--- src/rtl/multi_timer.sv ---
// multi_timer: CHANNELS independent programmable tick generators.
// Each channel divides the clock by its own period and emits a one-cycle tick
// at terminal count, in periodic or one-shot mode, with a per-channel pause.
module multi_timer #(
   parameter int unsigned CHANNELS       = 4,
   parameter int unsigned WIDTH          = 32,
   parameter int unsigned DEFAULT_PERIOD = 5,
   parameter int unsigned CH_W           = (CHANNELS > 1) ? $clog2(CHANNELS) : 1
) (
   input  logic                clock,
   input  logic                rst,
   input  logic                load,
   input  logic [CH_W-1:0]     load_ch,
   input  logic [WIDTH-1:0]    load_period,
   input  logic                load_oneshot,
   input  logic [CHANNELS-1:0] enable,
   output logic [CHANNELS-1:0] tick,
   output logic [CHANNELS-1:0] done
);

   typedef enum logic {StRun, StStop} state_e;

   localparam logic [WIDTH-1:0] ResetPeriod = WIDTH'(DEFAULT_PERIOD);
   localparam logic [WIDTH-1:0] One         = WIDTH'(1);

   // One-hot load decode; an index >= CHANNELS matches no channel and is ignored.
   logic [CHANNELS-1:0] w_load_hit;

   // Decode the load strobe into a per-channel write enable.
   always_comb begin
      w_load_hit = '0;
      for (int unsigned i = 0; i < CHANNELS; i++) begin
         if (load && (load_ch == CH_W'(i))) begin
            w_load_hit[i] = 1'b1;
         end
      end
   end

   for (genvar g = 0; g < CHANNELS; g++) begin : g_ch
      state_e           r_state;
      state_e           w_state_nxt;
      logic [WIDTH-1:0] r_period;
      logic [WIDTH-1:0] w_period_nxt;
      logic [WIDTH-1:0] r_count;
      logic [WIDTH-1:0] w_count_nxt;
      logic             r_oneshot;
      logic             w_oneshot_nxt;
      logic             r_tick;
      logic             w_tick_nxt;
      logic             r_done;
      logic             w_done_nxt;
      logic             w_terminal;

      // Counter never exceeds period-1, so the subtraction cannot wrap when period != 0.
      assign w_terminal = (r_period != '0) && (r_count == (r_period - One));

      // Next-state: a load wins over everything except reset, including a terminal count.
      always_comb begin
         w_state_nxt   = r_state;
         w_period_nxt  = r_period;
         w_count_nxt   = r_count;
         w_oneshot_nxt = r_oneshot;
         w_done_nxt    = r_done;
         w_tick_nxt    = 1'b0;
         if (w_load_hit[g]) begin
            w_period_nxt  = load_period;
            w_oneshot_nxt = load_oneshot;
            w_count_nxt   = '0;
            w_state_nxt   = StRun;
            w_done_nxt    = 1'b0;
         end else begin
            unique case (r_state)
               StRun: begin
                  // Paused or zero-period channels simply hold their count.
                  if (enable[g] && (r_period != '0)) begin
                     if (w_terminal) begin
                        w_count_nxt = '0;
                        w_tick_nxt  = 1'b1;
                        if (r_oneshot) begin
                           w_state_nxt = StStop;
                           w_done_nxt  = 1'b1;
                        end
                     end else begin
                        w_count_nxt = r_count + One;
                     end
                  end
               end
               StStop: begin
                  w_count_nxt = '0;
               end
               default: begin
                  w_state_nxt = StRun;
               end
            endcase
         end
      end

      // Channel state register with synchronous reset to the legacy free-running timer.
      always_ff @(posedge clock) begin
         if (rst) begin
            r_state   <= StRun;
            r_period  <= ResetPeriod;
            r_count   <= '0;
            r_oneshot <= 1'b0;
            r_tick    <= 1'b0;
            r_done    <= 1'b0;
         end else begin
            r_state   <= w_state_nxt;
            r_period  <= w_period_nxt;
            r_count   <= w_count_nxt;
            r_oneshot <= w_oneshot_nxt;
            r_tick    <= w_tick_nxt;
            r_done    <= w_done_nxt;
         end
      end

      assign tick[g] = r_tick;
      assign done[g] = r_done;
   end

endmodule

--- config.mk ---
export PLATFORM = sky130hd
export DESIGN_NAME = multi_timer
export DESIGN_NICKNAME = d
export VERILOG_FILES = /design/src/rtl/multi_timer.sv
export SDC_FILE = /design/constraint.sdc
export NUM_CORES = 1
export LEC_CHECK = 0
export ABC_AREA = 1
export ABC_CLOCK_PERIOD_IN_PS = 5760
export CORE_UTILIZATION = 28
export CTS_CLUSTER_DIAMETER = 50
export DETAILED_ROUTE_END_ITERATION = 12
export REMOVE_ABC_BUFFERS = 1
export SYNTH_ARGS = -nofsm -noshare
export SYNTH_HDL_FRONTEND = slang
export SYNTH_SLANG_ARGS = --single-unit
--- constraint.sdc ---
create_clock -name clock -period 5.76 [get_ports clock]
set_clock_uncertainty 0.05 [all_clocks]
set_input_delay 0.864 -clock clock [delete_from_list [all_inputs] [get_ports clock]]
set_output_delay 0.864 -clock clock [all_outputs]
set_load 0.01 [all_outputs]
==> metrics.md, run 1 <==
| Metric | Value |
|---|---|
| Total CTS buffers | 40 |
| Synth top area share | a little over a quarter |
| Post-synthesis compound-gate area fraction | 11.91% |
| Library cell occupying the most area in the post-synthesis netlist | dfxtp_1 |
| Slew @ Worst Pin | about 1.1 ns |
| Simple logic cell fraction of the synthesized area | 39.19% |
| Element type at the critical path end | flop |
| Setup TNS Final | 0 ns |
| Via-per-instance ratio | about 4.7 |
| CP most frequent cell | clkinv_1 |
| Total power draw | 5.255 mW |
| Vert. Die Dim | between 200 and 300 microns |
| P_sw | 1.622 mW |
| Final weighted congestion of routability-driven global placement | roughly 0.92 |
| Overall routed net length | 63530 microns |
| Crit Path Max Fanout | 58 |
| Main combinational cell family by area after synthesis | simple AND/OR/NAND/NOR gates |
| Dominant synthesized flop cell | dfxtp_1 |
| Worst min path class | reg -> reg |
| Clock network power share | 46.4% |
| Count of mapped cells out of synthesis | 3302 |
| Crit-path leading delay family | buffers and inverters |
| Cells taking the most area after synthesis | dfxtp_1 27%, nand2_1 15%, nor2_1 8.8% |
| Fraction of registers with async set/reset | 0% |
| Number of placed instances, taps included | 4185 |
| Pin count of the biggest net entering global routing | 128 |
| Delay of the slowest cell on the worst path | between 0.8 and 0.9 ns |
| CTS H-tree lvls | 2 |
| Leakage dissipation | between 9 and 10 nW |
| Core occupancy in the finished layout | 31.94% |
| Antenna violation net count after detailed routing | 0 |
| Pins over their slew limit | 0 |
| Cell Area, Synth | just under 20000 sq um |
| CTS tree | done |
| Starting utilization of the core area | 28.35% |
| Die boundary width | 268.5 microns |
| Startpoint type of the worst setup path | input pin |
| Power density of the placed cells | 234.5 nW/um^2 |
| Site Rows | 97 |
| Total congestion overflow after global routing | 0 |
| Clock input transition at the sequential cells of the worst setup and hold paths | about 0.050 ns |
| Final Hold Viols | 0 |
| Worst EP arrival | 4.02 ns |
| Mean cell area of the mapped netlist | around 6 sq um |
| Bufs and invs on worst path | 5 |
| Area Overhead vs Synth | 12.68% |
| I/O pin count | 50 |
| R2R setup slack | 2.53 ns |
| Detailed-router iteration count before antenna repair | 5 |
| Classification of the worst setup path | in -> reg |
| Critical Path Slowest Stage Cell | clkinv_1 |
| Net count reported at finish | between 3000 and 4000 |
| Port-buffer cells | 49 |
| # Max-Cap Violations | 0 |
| Insertion delay of the later-clocked pin in the worst-skew pair | ~0.57 ns |
| Adder and majority cell fraction of the synthesized area | 0.7550% |
| Resized Gates After CTS | 0 |
| Yosys Warn Count | 0 |
| Number of non-filler instances in the completed layout | 4254 |
| XOR/XNOR share of the synthesized area | 9.979% |
| Internal power of the cells | ~3.6 mW |
| Final setup violation count | 0 |
| Number of library cell types mapped by synthesis | 44 |
| Inserted Diodes | 0 |
| Total number of vias | 20000 |
| Worst relative slew slack | ~29% |
| Global router's overall resource usage | about 18% |
| Tmin final | 3.605 ns |
| Share of the clock period used by the worst path after layout | 62.59% |
| Part of the total power dissipated in combinational logic | between 10% and 20% |
| Register area share after synthesis | 27.38% |
| Share of cells above drive strength 1 | under 10% |
| Switching share of total power | 30.88% |
| Top achievable clock speed | about 280 MHz |
| Peak supply drop | 169.3 uV |
| Area of the die | around 70000 sq um |
| Root buf cell | clkbuf_16 |
| HPWL Detailed | approximately 49000 microns |
| Critical Path RT | 6.17 ns |
| Initial detailed-routing violation count | between 1500 and 2000 |
| Wire length per cell after detailed routing | 14.93 microns |
| Number of buffers inserted to repair setup after CTS | 0 |
| Maximum number of buffers from clock root to sink | 3 |
| Number of register bits inferred by synthesis | 272 |
| Hold-fix buffers at CTS | 0 |
| Post-detailed-route DRC marker count | 0 |
| Portion of total power attributed to sequential cells | 38.2% |
| Core region area | 70150 sq um |
| Antenna violations before repair | 0 |
| Global-route wire length before repair | a little over 100000 microns |
| Number of global-route vias before repair | ~18000 |
| Portion of netlist area occupied by mux cells | 0% |
| Number of flops mapped to enable cells by yosys | 0 |
| Sequence of cells on the critical path | clkdlybuf4s50_1 -> inv_1 -> nand3_2 -> buf_4 -> clkinv_1 -> nor2_1 -> clkinv_1 -> a21oi_1 |
| CTS sink cnt | 272 |
| Status | finished, final reports clean |
| Unrepaired setup endpoints after global routing | false |
sequential cells by signal, summed over array words and instances (netlist names):
register        cells
g_ch.r_count      128
g_ch.r_period     128
g_ch.r_done         4
g_ch.r_oneshot      4
g_ch.r_state        4
g_ch.r_tick         4
kinds of logic after synthesis:
| group | count (synthesis) |
|---|---|
| compound gates | 460 |
| xor+xnor | 225 |
| fa+ha+maj | 12 |
| buf+inv | 538 |
| flops | 272 |
| simple gates | 1795 |
Yosys cell counts, types with 12 or more instances:
master / instances
nand2_1: 815
nor2_1: 467
inv_1: 409
dfxtp_1: 272
nand3_1: 263
a21oi_1: 245
o21ai_0: 176
xor2_1: 168
clkbuf_1: 85
nand4_1: 72
xnor2_1: 56
nor3_1: 47
nor2_2: 37
nand2_2: 18
nand3b_1: 16
nand3_2: 13
buf_2: 12
ha_1: 12
metal layers:
| layer | GRT usage [%] | vias to the layer above | share of wire, % |
|---|---|---|---|
| li1 | - | 10470 | - |
| met1 | 24.00 | 9017 | 47 |
| met2 | 28.80 | 417 | 45 |
| met3 | 1.626 | 96 | 4.2 |
| met4 | 6.127 | 0 | 3.1 |
| met5 | 0 | - | 0 |
power groups by stage:
| stage | clock (mW) | sequential [mW] | combinational, mW |
|---|---|---|---|
| global placement | 0 | 2.05 | 0.798 |
| finish | 2.44 | 2.01 | 0.806 |
| CTS | 2.48 | 2.01 | 0.804 |
| detailed placement | 0 | 2.05 | 0.801 |
| floorplan | 0 | 2.02 | 0.568 |
| global route | 2.55 | 2.02 | 0.911 |
placed cells by master (no fill, tap or decap), types with 12 or more instances in the layout:
| cell | n |
|---|---|
| a21oi_1 | 243 |
| buf_4 | 12 |
| clkbuf_16 | 41 |
| clkdlybuf4s50_1 | 49 |
| dfxtp_1 | 272 |
| ha_1 | 12 |
| inv_1 | 408 |
| nand2_1 | 815 |
| nand2_2 | 18 |
| nand3_1 | 261 |
| nand3_2 | 15 |
| nand3b_1 | 16 |
| nand4_1 | 72 |
| nor2_1 | 466 |
| nor2_2 | 38 |
| nor3_1 | 47 |
| o21ai_0 | 176 |
| xnor2_1 | 56 |
| xor2_1 | 168 |
worst paths after layout:
path / start / end / depth (start not counted)
worst min register to register: g_ch[0].r_done$_SDFFE_PP0P_ / g_ch[0].r_done$_SDFFE_PP0P_ / 2
worst min-delay path: g_ch[0].r_done$_SDFFE_PP0P_ / g_ch[0].r_done$_SDFFE_PP0P_ / 2
worst max register to register: g_ch[1].r_period[0]$_SDFFE_PP1P_ / g_ch[1].r_count[25]$_SDFFE_PP0P_ / 13
worst max-delay path: load_ch[0] / g_ch[0].r_count[30]$_SDFFE_PP0P_ / 8
final cells by class:
| cell class | instances | area [sq um] |
|---|---|---|
| multi-input cells | 2492 | 12330 |
| clock inverters | 23 | 224.0 |
| inverters | 420 | 1577 |
| clock buffers | 46 | 1075 |
| flip-flops and latches | 272 | 5445 |
| well taps | 940 | 1176 |
| repair buffers | 61 | 580.6 |
| fillers | 7925 | 47740 |
metrics by stage:
| stage | hold WS (ns) | worst slack (ns) | area, sq um |
|---|---|---|---|
| 3_5_place_dp | 0.3972 | 1.633 | 21110 |
| 4_1_cts | 0.4117 | 2.216 | 22410 |
| 6_report | 0.4038 | 2.155 | 22410 |
| 5_1_grt | 0.4324 | 1.890 | 22410 |
| 3_3_place_gp | 0.3926 | 1.692 | 21110 |
| 2_1_floorplan | 0.3821 | 2.049 | 19320 |
worst register-to-register path, delay by kind of cell, from the launching register on:
kind / cells / cell delay, ns
buffers and inverters: 1 / 0.19
and+or+nand+nor: 9 / 1.93
xor gates and xnor gates: 1 / 0.21
AOI/OAI and AO/OA: 1 / 0.07
adders and majority gates: 1 / 0.30
DFF: 1 / 0.32
No activity file was read; power rests on OpenSTA's default activity.
==> run 2, diff against run 1 <==
--- a/config.mk
+++ b/config.mk
@@ -6,7 +6,7 @@
 export NUM_CORES = 1
 export LEC_CHECK = 0
 export ABC_AREA = 1
-export ABC_CLOCK_PERIOD_IN_PS = 5760
+export ABC_CLOCK_PERIOD_IN_PS = 3100
 export CORE_UTILIZATION = 28
 export CTS_CLUSTER_DIAMETER = 50
 export DETAILED_ROUTE_END_ITERATION = 12
==> constraint.sdc (replaced) <==
create_clock -name clock -period 3.1 [get_ports clock]
set_clock_uncertainty 0.05 [all_clocks]
set_input_delay 0.465 -clock clock [delete_from_list [all_inputs] [get_ports clock]]
set_output_delay 0.465 -clock clock [all_outputs]
set_load 0.01 [all_outputs]
==> metrics.md, run 2 (synthesis results as in run 1) <==
| Metric | Value |
|---|---|
| Global router's overall resource usage | between 10% and 20% |
| Crit Path Max Fanout | 24 |
| Bufs and invs on worst path | 1 |
| Final Hold Viols | 0 |
| Initial detailed-routing violation count | 1657 |
| Clock input transition at the sequential cells of the worst setup and hold paths | 0.06 ns |
| Net count reported at finish | 3365 |
| Leading cell type in the layout, fill and taps excluded | nand2_1 |
| Number of placed instances, taps included | 4208 |
| Post-detailed-route DRC marker count | 0 |
| Total congestion overflow after global routing | 0 |
| Tmin final | 2.794 ns |
| HPWL Detailed | 50380 microns |
| Post-detailed-placement cell area | about 21000 sq um |
| Final weighted congestion of routability-driven global placement | 0.9441 |
| Hold-fix buffers at CTS | 0 |
| # Max-Cap Violations | 0 |
| Final setup violation count | 0 |
| Maximum number of buffers from clock root to sink | 3 |
| Hold Crit Start | g_ch[1].r_done$_SDFFE_PP0P_ |
| Starting utilization of the core area | ~28% |
| Leakage dissipation | 9.822 nW |
| Antenna violations before repair | 1 |
| Launching element of the worst setup path | g_ch[1].r_period[0]$_SDFFE_PP1P_ |
| CTS tree | done |
| Classification of the worst setup path | reg -> reg |
| Slew @ Worst Pin | 0.6589 ns |
| Share of the clock period used by the worst path after layout | approximately 90% |
| Critical Path Slowest Stage Cell | dfxtp_1 |
| Peak supply drop | 321.1 uV |
| Status | finished, final reports clean |
| Via-per-instance ratio | 4.720 |
| Element type at the critical path end | flop |
| CTS sink cnt | ~270 |
| Number of non-filler instances in the completed layout | 4284 |
| Total length of routed met2 wires | between 20000 and 30000 microns |
| Fill cell instance count of the final layout | 7855 |
| Post-placement worst setup slack | 0.2009 ns |
| Most frequent cells in the layout | 815 x nand2_1, 466 x nor2_1, 408 x inv_1 |
| Sequence of cells on the critical path | inv_1 -> ha_1 -> nand2_2 -> nor2_1 -> nand2_1 -> o21ai_1 -> nand2_1 -> nand2_1 -> nand2_1 -> nor2_1 -> nand3_1 -> nor2_1 -> nand2_4 -> nand3b_1 -> o21ai_0 |
| Min setup slack post-route | around 0.3 ns |
| Worst min path class | reg -> reg |
| Vert. Die Dim | 268.5 microns |
| Inserted Diodes | 0 |
| Overall routed net length | 65450 microns |
| Power density of the placed cells | 454.0 nW/um^2 |
| Startpoint of the worst register-to-register path | g_ch[1].r_period[0]$_SDFFE_PP1P_ |
| I/O pin count | 50 |
| Share of cells above drive strength 1 | 6.519% |
| Unrepaired setup endpoints after global routing | false |
| Pins over their slew limit | 0 |
| Port-buffer cells | approximately 50 |
| Top achievable clock speed | 357.9 MHz |
| Worst relative slew slack | 56.03% |
| Core region area | 70150 sq um |
| Worst EP arrival | 3.19 ns |
| Detailed-router iteration count before antenna repair | 6 |
| Critical Path RT | between 3 and 4 ns |
| Area Overhead vs Synth | 14.48% |
| Core occupancy in the finished layout | 32.45% |
| Insertion delay of the later-clocked pin in the worst-skew pair | 0.58 ns |
| Global-route wire length before repair | 104500 microns |
| Biggest registers after layout | g_ch.r_count: 128 flops, g_ch.r_period: 128 flops |
| Delay of the slowest cell on the worst path | 0.31 ns |
| Top routing layer in use | met5 |
| Wire length per cell after detailed routing | between 15 and 20 microns |
| Total length of routed met3 wires | 3111 microns |
| Area of the die | 72090 sq um |
| Crit-path leading delay family | simple AND/OR/NAND/NOR gates |
| Cell area after layout | 22770 sq um |
| CTS H-tree lvls | 2 |
| Total number of vias | 20220 |
| Pin count of the biggest net entering global routing | 127 |
| Startpoint type of the worst setup path | flop |
| Die boundary width | 268.5 microns |
| Total CTS buffers | 41 |
| Site Rows | 97 |
| Met1 layer wirelength in the final routing | 30930 microns |
| Number of global-route vias before repair | 18870 |
| CP most frequent cell | nand2_1 |
| Root buf cell | clkbuf_16 |
| Antenna violation net count after detailed routing | 0 |
## run 2: stage by stage
stage / power [mW] / TNS (ns) / hold slack (ns)
floorplan: 4.811 / -0.9444 / 0.3821
global placement: 5.326 / 0 / 0.3921
detailed placement: 5.324 / 0 / 0.3937
CTS: 10.44 / 0 / 0.4053
global route: 10.79 / 0 / 0.4351
finish: 10.34 / 0 / 0.4041
## run 2: layer usage
| metal | GRT usage [%] | vias to the layer above |
|---|---|---|
| met4 | 6.296 | 2 |
| met2 | 29.75 | 497 |
| li1 | - | 10540 |
| met5 | 0 | - |
| met1 | 24.95 | 9069 |
| met3 | 1.973 | 109 |
## run 2: worst paths after layout
kind	to	slack, ns	cells after the start
hold reg to reg	g_ch[1].r_done$_SDFFE_PP0P_	0.40	2
setup reg to reg	g_ch[1].r_count[5]$_SDFFE_PP0P_	0.31	15
hold / removal	g_ch[1].r_done$_SDFFE_PP0P_	0.40	2
setup / recovery	g_ch[1].r_count[5]$_SDFFE_PP0P_	0.31	15
## run 2: final cells by class
class	count	area [sq um]	area share (%)
Multi-Input combinational cell	2492	12320	54.12
Sequential cell	272	5445	23.92
Inverter	420	1577	6.925
Tap cell	940	1176	5.166
Clock buffer	48	1125	4.941
Timing Repair Buffer	84	765.7	3.364
Clock inverter	28	355.3	1.561
## run 2: worst reg2reg max path: cells and delay by family (launching register included)
family | cells | cell delay, ns
AOI/OAI and AO/OA | 2 | 0.30
adders and majority gates | 1 | 0.27
buffers and inverters | 1 | 0.16
DFF | 1 | 0.31
and+or+nand+nor | 11 | 1.54
## run 2: repair_timing
action                                 4_1_cts  5_1_grt
resized for setup                            0        2
endpoints found under the hold margin        0        0
buffers inserted                             0        0
setup endpoints to repair                    0       26
## run 2: where the power goes
part / total (mW) / internal, mW / switching [mW] / leakage (nW)
clock network: 5.07 / 3.14 / 1.93 / 0.694
logic: 1.53 / 0.490 / 1.04 / 6.92
registers: 3.73 / 3.60 / 0.136 / 2.21
